--- config.mk ---
export PLATFORM = sky130hd
export DESIGN_NAME = inst_mem_loader
export DESIGN_NICKNAME = d
export VERILOG_FILES = /design/src/rtl/inst_mem_loader.sv
export SDC_FILE = /design/constraint.sdc
export NUM_CORES = 1
export LEC_CHECK = 0
export BUFFER_PORTS_ARGS = -buffer_cell sky130_fd_sc_hd__buf_2
export CAP_MARGIN = 10
export CORE_MARGIN = 5
export CORE_UTILIZATION = 55
export DETAILED_ROUTE_END_ITERATION = 7
export HOLD_SLACK_MARGIN = 0.02
export PLACE_DENSITY = 0.89
export SLEW_MARGIN = 20
export SYNTH_ARGS = -nofsm -noshare
export SYNTH_HDL_FRONTEND = slang
export SYNTH_SLANG_ARGS = --single-unit
--- constraint.sdc ---
create_clock -name clock -period 13.18 [get_ports clock]
set_clock_uncertainty 0.05 [all_clocks]
set_input_delay 1.318 -clock clock [delete_from_list [all_inputs] [get_ports clock]]
set_output_delay 1.318 -clock clock [all_outputs]
set_load 0.01 [all_outputs]
--- src/rtl/inst_mem_loader.sv ---
// Streams big-endian bytes into 32-bit words written to instruction memory from address 0, then checks a trailing XOR byte.
// Word k is written one cycle after its 4th byte. byte_valid gaps stall indefinitely. Bytes are refused while a word is being written.
module inst_mem_loader #(
  parameter int ADDR_W = 30
) (
  input  logic              clock,
  input  logic              reset,
  input  logic              start,
  input  logic [ADDR_W-1:0] num_words,
  input  logic [7:0]        byte_in,
  input  logic              byte_valid,
  output logic              byte_ready,
  output logic              mem_wr_en,
  output logic [ADDR_W-1:0] mem_addr,
  output logic [31:0]       mem_data,
  output logic              cpu_reset,
  output logic              busy,
  output logic              done,
  output logic              error
);

  typedef enum logic [2:0] {IDLE, RECV, WRITE, CHECK, DONE} state_t;

  state_t            state, state_nxt;
  logic [ADDR_W-1:0] target;
  logic [ADDR_W-1:0] word_cnt;
  logic [ADDR_W-1:0] word_cnt_inc;
  logic [1:0]        byte_cnt;
  logic [31:0]       asm_word;
  logic [7:0]        xor_sum;
  logic              err_q;

  assign word_cnt_inc = word_cnt + ADDR_W'(1);

  always_ff @(posedge clock or posedge reset) begin
    if (reset) state <= IDLE;
    else       state <= state_nxt;
  end

  always_comb begin
    state_nxt  = state;
    byte_ready = 1'b0;
    mem_wr_en  = 1'b0;
    busy       = 1'b0;
    done       = 1'b0;
    cpu_reset  = 1'b1;
    error      = err_q;
    case (state)
      IDLE: begin
        if (start) state_nxt = (num_words != '0) ? RECV : CHECK;
      end
      RECV: begin
        byte_ready = 1'b1;
        busy       = 1'b1;
        if (byte_valid && byte_cnt == 2'd3) state_nxt = WRITE;
      end
      WRITE: begin
        mem_wr_en = 1'b1;
        busy      = 1'b1;
        state_nxt = (word_cnt_inc == target) ? CHECK : RECV;
      end
      CHECK: begin
        byte_ready = 1'b1;
        busy       = 1'b1;
        if (byte_valid) state_nxt = DONE;
      end
      DONE: begin
        done      = 1'b1;
        cpu_reset = err_q;
        if (start) state_nxt = (num_words != '0) ? RECV : CHECK;
      end
      default: state_nxt = IDLE;
    endcase
  end

  // mem_addr/mem_data are loaded as the 4th byte lands, so they are valid for the whole WRITE cycle and hold afterwards.
  always_ff @(posedge clock or posedge reset) begin
    if (reset) begin
      target   <= '0;
      word_cnt <= '0;
      byte_cnt <= 2'd0;
      asm_word <= 32'd0;
      xor_sum  <= 8'd0;
      err_q    <= 1'b0;
      mem_addr <= '0;
      mem_data <= 32'd0;
    end else begin
      case (state)
        IDLE, DONE: begin
          if (start) begin
            target   <= num_words;
            word_cnt <= '0;
            byte_cnt <= 2'd0;
            asm_word <= 32'd0;
            xor_sum  <= 8'd0;
            err_q    <= 1'b0;
          end
        end
        RECV: begin
          if (byte_valid) begin
            asm_word <= {asm_word[23:0], byte_in};
            xor_sum  <= xor_sum ^ byte_in;
            byte_cnt <= byte_cnt + 2'd1;
            if (byte_cnt == 2'd3) begin
              mem_addr <= word_cnt;
              mem_data <= {asm_word[23:0], byte_in};
            end
          end
        end
        WRITE: word_cnt <= word_cnt_inc;
        CHECK: begin
          if (byte_valid) err_q <= (byte_in != xor_sum);
        end
        default: ;
      endcase
    end
  end

endmodule
Yosys cells after proc, flatten, opt, wreduce, memory -nomap -nowiden. Cells that the tools add are included.

Flip-flop bits (word level): 160. Input port bits: 42. Logic and storage cells: 63.

Add/subtract/negate cells: 2. Equal/unequal tests: 11. Muxes and demuxes: 25. Bitwise operators: 1. Reduce and logical (&&, ||, !) cells: 15.

Operators by type and width (number): $pmux 30 s2 (1); $mux 24 (2); $pmux 24 s2 (1); $add 30x1->30 const B (1); $eq 30x30->1 (1); $mux 30 (1); $reduce_bool 30->1 (1); $mux 8 (2); $pmux 8 s2 (1); $pmux 3 s4 (1); $reduce_and 3->1 (4); $mux 3 (3); $mux 2 (4); $ne 8x8->1 (1); $xor 8x8->8 (1); $mux 1 (7); $eq 3x2->1 const B (2); $ne 2x2->1 const B (3); $reduce_bool 2->1 (3); $pmux 2 s2 (1); $reduce_and 2->1 (2); $reduce_or 2->1 (2); $eq 3x1->1 const B (1); $eq 3x3->1 const B (1); 7 further kinds (7).

Longest topological paths before layout.
Depth after elaboration: 4. Mapped depth: 9.

Least setup slack after synthesis. Ideal clock, no wire load.

Path type: reg2out. Start: reg state[1]. End: out mem_wr_en. Data arrival time: 1.369 ns. Setup slack: 10.443 ns. Stages on the path, launching flop included: 6. Cell sequence: dfrtp_1 -> clkbuf_1 -> nand3b_1 -> inv_1 -> clkbuf_1 -> clkbuf_1.

Word-level cells in the longest chain between the ends: 2.

RTL lines: from (decl) (RTL line 24) `state_t state, state_nxt;`; from (signal assigned) (RTL line 37) `else state <= state_nxt;`; $eq 3x2->1 (RTL line 48) `case (state)`; $mux 1 (RTL line 48); to (decl) (RTL line 13) `output logic mem_wr_en,`.

Every way passes these cells.

Final worst setup path.
Start: reg state[0]. End: out mem_wr_en.

The elaborated chain is that of the path after synthesis.

==> metrics.md <==
| Metric | Value |
|---|---|
| Clock transition at path regs | `~70 ps` |
| Effective utilization at floorplan | `0.562` |
| Placed Instance Area | `8290 um2` |
| Most used DFF post-synth | `dfrtp_1` |
| Type of the worst min-delay path | `register to register` |
| Sequential fraction of the synthesis area | `0.512` |
| Number of enable flip-flop cells after synthesis | `0` |
| Antenna violations before repair | `2` |
| Gr ovfl total | `0` |
| Final period utilization | `0.270` |
| Synthesized netlist net count | `between 800 and 900` |
| Overall Global Routing Usage | `0.230` |
| Wire length of the first global-routing pass | `just over 30 mm` |
| CTS tree | `yes` |
| Least-Margin Pin Slew | `1120 ps` |
| Hold Violations, Final | `0` |
| Kind of cell adding the most delay to the critical path | `buffers and inverters` |
| Setup violators final | `0` |
| Number of clock sinks seen by CTS | `160` |
| Mapped Area | `7830 um2` |
| Largest driver fanout on the critical path | `40` |
| Max-capacitance violation count | `0` |
| Layout net count | `904` |
| Post-cts gate resize count | `0` |
| Average routed wire per standard cell | `17.5 um` |
| Cell repeated most along the worst path | `inv_1` |
| FMAX | `around 280 MHz` |
| Height of the die | `approximately 130 um` |
| Multi-input gate area | `~3400 um2` |
| Overall via count from detail_route | `6104` |
| Setup repair after global routing missed its margin | `no` |
| Number of storage elements in the synthesis netlist | `160` |
| Synthesized area divided by synthesized cell count | `10.0 um2` |
| Maximum buffer depth of the clock tree | `2` |
| Detailed-route wire length | `18.5 mm` |
| Count of final max-slew check failures | `0` |
| Final-layout worst hold slack | `~430 ps` |
| Remaining antenna violation count | `0` |
| Number of H-tree branching levels | `4` |
| Remaining DRCs | `0` |
| Vias/cell | `5.79` |
| Count of hold buffers inserted by post-cts repair | `0` |
| Number of unique standard cell types used by synthesis | `54` |
| Count of buffers from port buffering | `between 100 and 150` |
| Critical path buffers and inverters | `4` |
| Clock period minus worst slack | `3560 ps` |
| Overall power | `between 1.5 and 2 mW` |
| Ys async rst share | `1.00` |
| Outcome | `complete, no violations` |
| Final TNS setup | `0 ps` |
| Slowest stage cell, crit path | `inv_1` |
| Number of buffers inserted during clock tree synthesis | `17` |
| Ratio of cells with drive above 1 in the final layout | `0.251` |
| Pin count of the biggest net entering global routing | `between 80 and 90` |
| Max incr delay on CP | `560 ps` |
| Synth Instances | `779` |
| Crit path required time | `roughly 12000 ps` |
| Iteration-0 DRC count of the detailed router | `~550` |
| Peak supply drop | `119 uV` |
| Detailed-router iteration count before antenna repair | `5` |
| Element type at the critical path start | `register` |
| Weighted congestion at the end of routability-driven global placement | `0.885` |
| Cells traversed along the worst timing path | `inv_1, nand3b_1, buf_4, inv_1, buf_2` |
| HPWL after DPL | `12.7 mm` |
| Fill cell count | `~1100` |
| Area growth from synthesis to final layout | `13.4%` |
| Register cell area after layout | `around 4000 um2` |
| DIE AREA | `16700 um2` |
| Number of buffers inserted to repair setup after CTS | `0` |
| Row count | `43` |
| Ports placed on the boundary | `110` |
| Pwr dens | `204 nW/um2` |
| Area of the core | `~14000 um2` |
| Data arrival time of the critical path | `2190 ps` |
| Kind of capture point of the worst setup path | `output pin` |
| Clock insertion delay at the later pin of the skew report | `roughly 430 ps` |
| CP Class | `register to output pin` |
| Slew headroom | `0.251` |
| Synth warnings | `0` |
| Final non-filler cell area | `8870 um2` |
| Leak pwr | `4.33 nW` |
| CTS root buffer | `clkbuf_16` |
| Number of global-route vias before repair | `5959` |
| Width of the chip | `129 um` |
-- worst register-to-register path, stage by stage, from the launching register on --
cell       delay [ps]
dfrtp_1           480
ha_1              300
nand3_1           280
nor4_2            800
and3_1            350
o2111ai_1         160
a2111oi_0         400
nand4_1           190
o31ai_2           270
-- power by group --
part	total [mW]	leakage (nW)	switching, mW	internal (mW)
registers	0.781	2.13	0.127	0.654
logic	0.550	1.93	0.313	0.238
clock network	0.476	0.276	0.206	0.270
-- logic make-up after synthesis --
kind of cell / count (synthesis) / share of synthesized area
XOR/XNOR: 51 / 0.0571
adder cells (fa/ha/maj): 2 / 0.00320
multiplexers: 65 / 0.0929
AO/OA/AOI/OAI: 145 / 0.109
buffers and inverters: 62 / 0.0507
AND/OR/NAND/NOR: 294 / 0.176
flip-flops: 160 / 0.512
-- through the flow --
step / worst slack, ps / std cells / utilization
finish: 9620 / 1054 / 0.637
global placement: 9920 / 1021 / 0.595
detailed placement: 9860 / 1021 / 0.595
global route: 9470 / 1054 / 0.637
CTS: 9650 / 1053 / 0.636
floorplan: 7490 / 779 / -
-- synth_stat cells (2+ instances only) --
library cell	number	area, um2
nand3b_1	2	15.0
a21boi_0	2	15.0
o2111ai_1	2	17.5
a22o_1	2	17.5
and2_1	9	56.3
ha_1	2	25.0
nor4_2	2	25.0
nand2_1	169	634
a22oi_1	2	15.0
o31ai_1	10	75.1
inv_1	10	37.5
nand3_1	19	95.1
a21oi_1	14	70.1
dfrtp_1	160	4000
nand2b_1	5	31.3
a31oi_1	7	43.8
bufbuf_16	3	97.6
mux2_2	60	676
xnor2_1	32	280
clkbuf_8	6	82.6
buf_2	7	35.0
o21ai_0	91	455
clkbuf_1	32	120
o41ai_1	4	35.0
nand4_4	2	42.5
nor3_1	4	20.0
o22ai_1	3	18.8
nor2_2	2	12.5
nand4_1	13	81.3
nor4_1	14	87.6
and4_1	3	26.3
xor2_1	19	166
buf_4	2	15.0
and3_1	9	56.3
nor2_1	34	128
mux2i_1	4	40.0
-- path summary, 6_finish.rpt --
check / start / end / slack, ps / depth (start not counted)
max: state[0] / mem_wr_en / 9620 / 5
max reg2reg: word_cnt[0] / state[1] / 9800 / 8
min: mem_addr[4] / mem_addr[4] / 430 / 2
min reg2reg: mem_addr[4] / mem_addr[4] / 430 / 2
min in group asynchronous: reset / target[5] / 950 / 2
max in group asynchronous: reset / mem_data[3] / 10970 / 3
-- cell usage in the layout (no fill, tap or decap), types with 5 or more instances in the layout --
cell	instances
and3_1	9
nand3_1	19
dfrtp_1	160
clkbuf_16	17
xnor2_1	32
nand4_1	13
nand2_1	167
nor4_1	14
nor2_1	32
o21ai_0	91
a21oi_1	14
inv_6	5
o31ai_1	10
inv_1	9
buf_2	109
and2_1	9
mux2_2	60
nand2b_1	5
a31oi_1	7
xor2_1	19
-- flip-flops by register name (all words and copies together), names as in the netlist --
register / flops
state: 3
error: 1
xor_sum: 8
word_cnt: 30
mem_addr: 30
mem_data: 32
byte_cnt: 2
asm_word: 24
target: 30
-- final cells by class --
| cell class | instances | area share |
|---|---|---|
| Antenna cell | 1 | 0.000282 |
| Sequential cell | 160 | 0.451 |
| Multi-Input combinational cell | 557 | 0.388 |
| Timing Repair Buffer | 114 | 0.0661 |
| Tap cell | 180 | 0.0254 |
| Clock inverter | 12 | 0.0141 |
| Inverter | 10 | 0.00479 |
| Clock buffer | 20 | 0.0503 |
-- per-layer routing --
| metal | global-route usage | wire length (um) | vias to the layer above | part of all wire |
|---|---|---|---|---|
| met4 | 0.0970 | 575 | 2 | 0.031 |
| met2 | 0.361 | 8880 | 245 | 0.48 |
| met3 | 0.0548 | 1330 | 48 | 0.072 |
| li1 | - | - | 2862 | - |
| met1 | 0.308 | 7700 | 2947 | 0.42 |
| met5 | 0 | 7 | - | 0.00038 |
Power figures use the tool's default switching activity.
